$ cat config.mk
export PLATFORM = sky130hd
export DESIGN_NAME = washing_machine_ctrl
export DESIGN_NICKNAME = d
export VERILOG_FILES = /design/src/rtl/washing_machine_ctrl.sv
export SDC_FILE = /design/constraint.sdc
export NUM_CORES = 1
export LEC_CHECK = 0
export ABC_AREA = 1
export CAP_MARGIN = 20
export CORE_AREA = 4 4 41 43
export CTS_CLUSTER_SIZE = 12
export DETAILED_ROUTE_END_ITERATION = 10
export DIE_AREA = 0 0 45 47
export HOLD_SLACK_MARGIN = 0.08
export PLACE_DENSITY = 0.76
export SYNTH_ARGS = -nofsm -noshare
export SYNTH_HDL_FRONTEND = slang
export SYNTH_SLANG_ARGS = --single-unit
$ cat constraint.sdc
create_clock -name clk -period 1.7 [get_ports clk]
set_input_delay 0.255 -clock clk [delete_from_list [all_inputs] [get_ports clk]]
set_output_delay 0.255 -clock clk [all_outputs]
set_load 0.005 [all_outputs]
$ cat src/rtl/washing_machine_ctrl.sv
// Sequencing FSM for a single-drum washer: one soap wash, then one water rinse, then spin.
// Plant sensors and external timers are sampled each clock; the block itself counts nothing.
//
// state     | meaning
// IDLE      | waiting for start with the door closed
// FILL      | fill valve open until drum full
// DETERGENT | waiting for detergent dispense confirmation
// WASH      | agitation until external cycle timer expires
// DRAIN     | drain valve open until drum empty
// SPIN      | motor and drain until external spin timer expires
// DONE      | program complete, door unlocked, waiting for start release
module washing_machine_ctrl (
  input  logic clk,
  input  logic reset,
  input  logic door_close,
  input  logic start,
  input  logic filled,
  input  logic detergent_added,
  input  logic cycle_timeout,
  input  logic drained,
  input  logic spin_timeout,
  output logic door_lock,
  output logic motor_on,
  output logic fill_value_on,
  output logic drain_value_on,
  output logic done,
  output logic soap_wash,
  output logic water_wash
);

  typedef enum logic [2:0] {
    IDLE      = 3'd0,
    FILL      = 3'd1,
    DETERGENT = 3'd2,
    WASH      = 3'd3,
    DRAIN     = 3'd4,
    SPIN      = 3'd5,
    DONE      = 3'd6
  } state_t;

  state_t state, state_nx;
  logic   soap_f, soap_nx;
  logic   water_f, water_nx;

  always_ff @(posedge clk) begin
    if (reset) begin
      state   <= IDLE;
      soap_f  <= 1'b0;
      water_f <= 1'b0;
    end else begin
      state   <= state_nx;
      soap_f  <= soap_nx;
      water_f <= water_nx;
    end
  end

  always_comb begin
    state_nx       = state;
    soap_nx        = soap_f;
    water_nx       = water_f;
    door_lock      = 1'b0;
    motor_on       = 1'b0;
    fill_value_on  = 1'b0;
    drain_value_on = 1'b0;
    done           = 1'b0;
    case (state)
      IDLE: begin
        if (start && door_close) state_nx = FILL;
      end
      FILL: begin
        door_lock     = 1'b1;
        fill_value_on = 1'b1;
        if (filled) begin
          // A second fill after the soap wash is the rinse fill.
          if (soap_f) begin
            state_nx = WASH;
            water_nx = 1'b1;
          end else begin
            state_nx = DETERGENT;
          end
        end
      end
      DETERGENT: begin
        door_lock = 1'b1;
        if (detergent_added) begin
          state_nx = WASH;
          soap_nx  = 1'b1;
        end
      end
      WASH: begin
        door_lock = 1'b1;
        motor_on  = 1'b1;
        if (cycle_timeout) state_nx = DRAIN;
      end
      DRAIN: begin
        door_lock      = 1'b1;
        drain_value_on = 1'b1;
        if (drained) state_nx = water_f ? SPIN : FILL;
      end
      SPIN: begin
        door_lock      = 1'b1;
        motor_on       = 1'b1;
        drain_value_on = 1'b1;
        if (spin_timeout) state_nx = DONE;
      end
      DONE: begin
        done = 1'b1;
        // Require start to be released so a held button never restarts the program.
        if (!start) begin
          state_nx = IDLE;
          soap_nx  = 1'b0;
          water_nx = 1'b0;
        end
      end
      default: begin
        state_nx = IDLE;
        soap_nx  = 1'b0;
        water_nx = 1'b0;
      end
    endcase
  end

  assign soap_wash  = soap_f;
  assign water_wash = water_f;

endmodule

# ---- Word-level counts from Yosys, hierarchy flattened
# Index checks and enable logic that the tools add are counted.
dict set report totals {
  regBits 5
  out_inout_bits 7
  wordCells 50
}
dict set report op_classes {
  n_eq_ne 14
  muxes 21
  bitwise_logic 2
  reduce_logical 10
}
# operator count
set ops {}
lappend ops {{$mux 3} 8}
lappend ops {{$pmux 3 s7} 1}
lappend ops {{$ne 2x2->1 const B} 8}
lappend ops {{$reduce_or 5->1} 3}
lappend ops {{$mux 1} 10}
lappend ops {{$eq 3x3->1 const B} 3}
lappend ops {{$reduce_and 7->1} 1}
lappend ops {{$eq 3x2->1 const B} 2}
lappend ops {{$pmux 1 s3} 2}
lappend ops {{$reduce_and 4->1} 1}
lappend ops {{$reduce_or 2->1} 2}
lappend ops {{$eq 3x1->1 const B} 1}
lappend ops {{$logic_not 3->1} 1}
lappend ops {{$reduce_and 3->1} 1}
lappend ops {{$not 1->1} 2}
lappend ops {{$logic_and 1x1->1} 1}

# ---- Logic depth before layout (Yosys ltp)
dict set report logic_depth {
  word_depth 4
  mapped_depth 9
  ltp_nobuf 8
}

# ---- Worst setup path before layout
# OpenSTA, ideal clock, no wires.
dict set report synth_timing {
  kind {reg2reg}
  startpoint {reg state[0]}
  endpoint {reg state[0]}
  setup_ps 115
  t_arrival_ps 958
  required_ps 1585
  path_slack_ps 628
  path_stages_with_launch 9
  path_buffers 1
  synth_period_minus_slack_ps 1072
  path_cell_list {dfxtp_1 buf_6 inv_2 nand4_2 nand2_2 nor2_4 nand3_1 nand2_1 nor2_1}
}
dict set report synth_between {
  elab_chain_len 3
}
# element line
set synth_rtl {}
lappend synth_rtl {{start, declared} 41} ;# state_t state, state_nx;
lappend synth_rtl {{start signal, assigned} 51} ;# state <= state_nx;
lappend synth_rtl {{$eq 3x3->1, or another cell as far along} 66} ;# case (state)
lappend synth_rtl {{$ne 2x2->1 (no line)} --}
lappend synth_rtl {{$reduce_and 7->1 (no line)} --}
# Parallel ways exist; a longest one is shown, timed or not.
# A chain may end at the register's enable or synchronous reset.

# ---- Final worst setup path
dict set report layout_timing {
  startpoint {reg state[2]}
  endpoint {out done}
}
dict set report layout_between {
  elab_chain_len 2
}
# element line
set layout_rtl {}
lappend layout_rtl {{$eq 3x3->1} 66}
lappend layout_rtl {{$mux 1} 66}
lappend layout_rtl {{end, declared} 26} ;# output logic done,
# No other way between the ends.

==> results.ini <==
[routing]
via_count = 515
wl_per_cell_um = 10.1
vias_per_cell = 4.77
drt_iter0_drc = 9
drc = 0
routed_wl_mm = 1.09
drtPass1Iterations = 4
postRouteAntennaNets = 0

[yosys]
syn-num-nets = 81
synth_area_um2 = 482
yosys_register_bits = 5
yosysSeqAreaShare_pct = 20.8
ys_types = 20
synth.avg_cell_area_um2 = 6.69
netlist_instances = 72
yosysWarningCount = 0

[hold_path]
min_path_type = reg2reg
min-delay-start = water_wash

[grt]
top_usage_layer = met2
antenna_found_initial = 0
grt_use_met1_pct = 12.5
grtUsageMet2_pct = 19.8
grt_use_met3_pct = 5.75
grt.overflow.total = 0
grt_pass1_wl_mm = 1.71
grt_pass1_vias = 427
grt_max_degree = 11
grtUsageTotal_pct = 11.5

[sta]
finalCritPeriodShare_pct = 95.9
skew_ns = 0.000343
rsz0062_at_grt = true
setup_viol = 0
slew-limit-headroom_pct = 87.0
slew_viol_final = 0
max_clock_freq_mhz = 613
hold_violations = 0
worst_slew_pin_slew_ns = 0.193
fin_crit_ns = 1.63

[floorplan]
start_util_pct = 37.0
ios = 16
fp-row-count = 13
fp.dieW_um = 45
dieHeight_um = 47
die-area_um2 = 2120
core_area_um2 = 1300

[critical_path]
critical_path_peak_fanout = 10
rr_startpoint = state[0]
worstPathArrival_ns = 1.38
worstSetupPathType = reg2out
worstPathRequired_ns = 1.44
end_kind = primary output
crit_start = state[2]
crit_path_start_kind = flop

[final_layout]
final_nets = 103
final_cell_mix = 12 x nand2_1, 12 x clkdlybuf4s50_1, 11 x inv_1
instances_no_fill = 108
drive_above_1_share_pct = 29.0
multi_input_area_um2 = 293
seq_area_um2 = 109
n_antenna_cell = 0
num-fill-cells = 136
area_growth_pct = 45.7

[outcome]
status = finished clean

[clock_tree]
clk_latency_ns = 0.24
hold_buffers = 0
path_clk_slew_ns = 0.04
cts_root_buf = clkbuf_4
clock_sinks = 5
cts.path.max_buffers = 2
htree_num_levels = 1
cts_tree = done
numCtsBuffers = 3

[placed_design]
dpl.hpwl_um = 902
place_inst = 103
place_congestion = 0.795
io_buffers = 15

[pwr]
peakVddDrop_mv = 0.793
power_per_cell_area_nw_per_um2 = 1450
leakage_nw = 0.360
finalPower_mw = 1.02

[flow_run]
drv_cap = 0

==> final timing paths <==
kind,end,slack (ns),cells after the start
min,water_wash,0.49,2
min reg2reg,water_wash,0.49,2
max reg2reg,state[2],0.44,7
max,done,0.07,4
==> state kept, by name, indices dropped and copies added (netlist names) <==
name	count
state	3
soap_wash	1
water_wash	1
==> cells by family (layout without fill, tap and decap cells) <==
group / count (synthesis) / count (layout) / synth area share [%]
compound gates: 9 / 9 / 9.35
buf+inv: 17 / 38 / 19.0
flops: 5 / 5 / 20.8
simple gates: 41 / 41 / 50.9
==> synth_stat cells <==
master    instances  area [um2]
nand2_1          13        48.8
inv_1            11        41.3
nand3_1           7        35.0
a21oi_1           6        30.0
nor2_1            6        22.5
dfxtp_1           5         100
nor2_4            5        56.3
buf_6             2        22.5
inv_2             2        7.51
nand2_2           2        12.5
nand3_2           2        20.0
nand4_1           2        12.5
o21ai_0           2        10.0
clkbuf_8          1        13.8
inv_4             1        6.26
nand2_4           1        11.3
nand3b_1          1        7.51
nand4_2           1        12.5
nor2_2            1        6.26
o21ai_1           1        5.00
==> metrics by stage <==
| step | hold slack, ns | util, % | cell area [um2] | setup WS [ns] | TNS [ns] |
|---|---|---|---|---|---|
| 6_report | 0.488 | 53.9 | 702 | 0.0700 | 0 |
| 5_1_grt | 0.503 | 53.9 | 702 | -0.0358 | -0.0358 |
| 4_1_cts | 0.486 | 53.1 | 691 | 0.00319 | 0 |
| 3_5_place_dp | 0.480 | 50.5 | 657 | 0.0438 | 0 |
| 3_3_place_gp | 0.481 | 50.5 | 657 | 0.0973 | 0 |
| 2_1_floorplan | 0.434 | - | 482 | 0.628 | 0 |
==> what timing repair did <==
item / CTS / global route
buffers inserted: 0 / 1
setup endpoints to repair: 5 / 2
pin swaps: 0 / 1
gates resized for setup: 7 / 2
==> worst max-delay path: stages, from the launching register on <==
cell	delay (ns)
dfxtp_2	0.33
buf_12	0.13
nand2_1	0.08
nor2_1	0.09
clkdlybuf4s50_1	0.50
==> metal layers <==
metal	wire [um]	share of wire [%]
met3	82	7.6
met1	480	44
met2	523	48
met5	0	0
met4	0	0
==> layout make-up <==
class                      instances  share of cell area, %
multi-input combinational         50                   41.7
tap                               15                   2.67
inverter                          14                   7.84
sequential                         5                   15.5
clock buffer                       4                   3.74
timing repair buffer              20                   28.5
==> power breakdown <==
part,leakage [nW],switching (mW),internal [mW]
Combinational,0.302,0.325,0.319
Clock,0.0150,0.0459,0.0886
Sequential,0.0428,0.0677,0.173
Total,0.360,0.438,0.581
(Power assumes the default switching activity.)
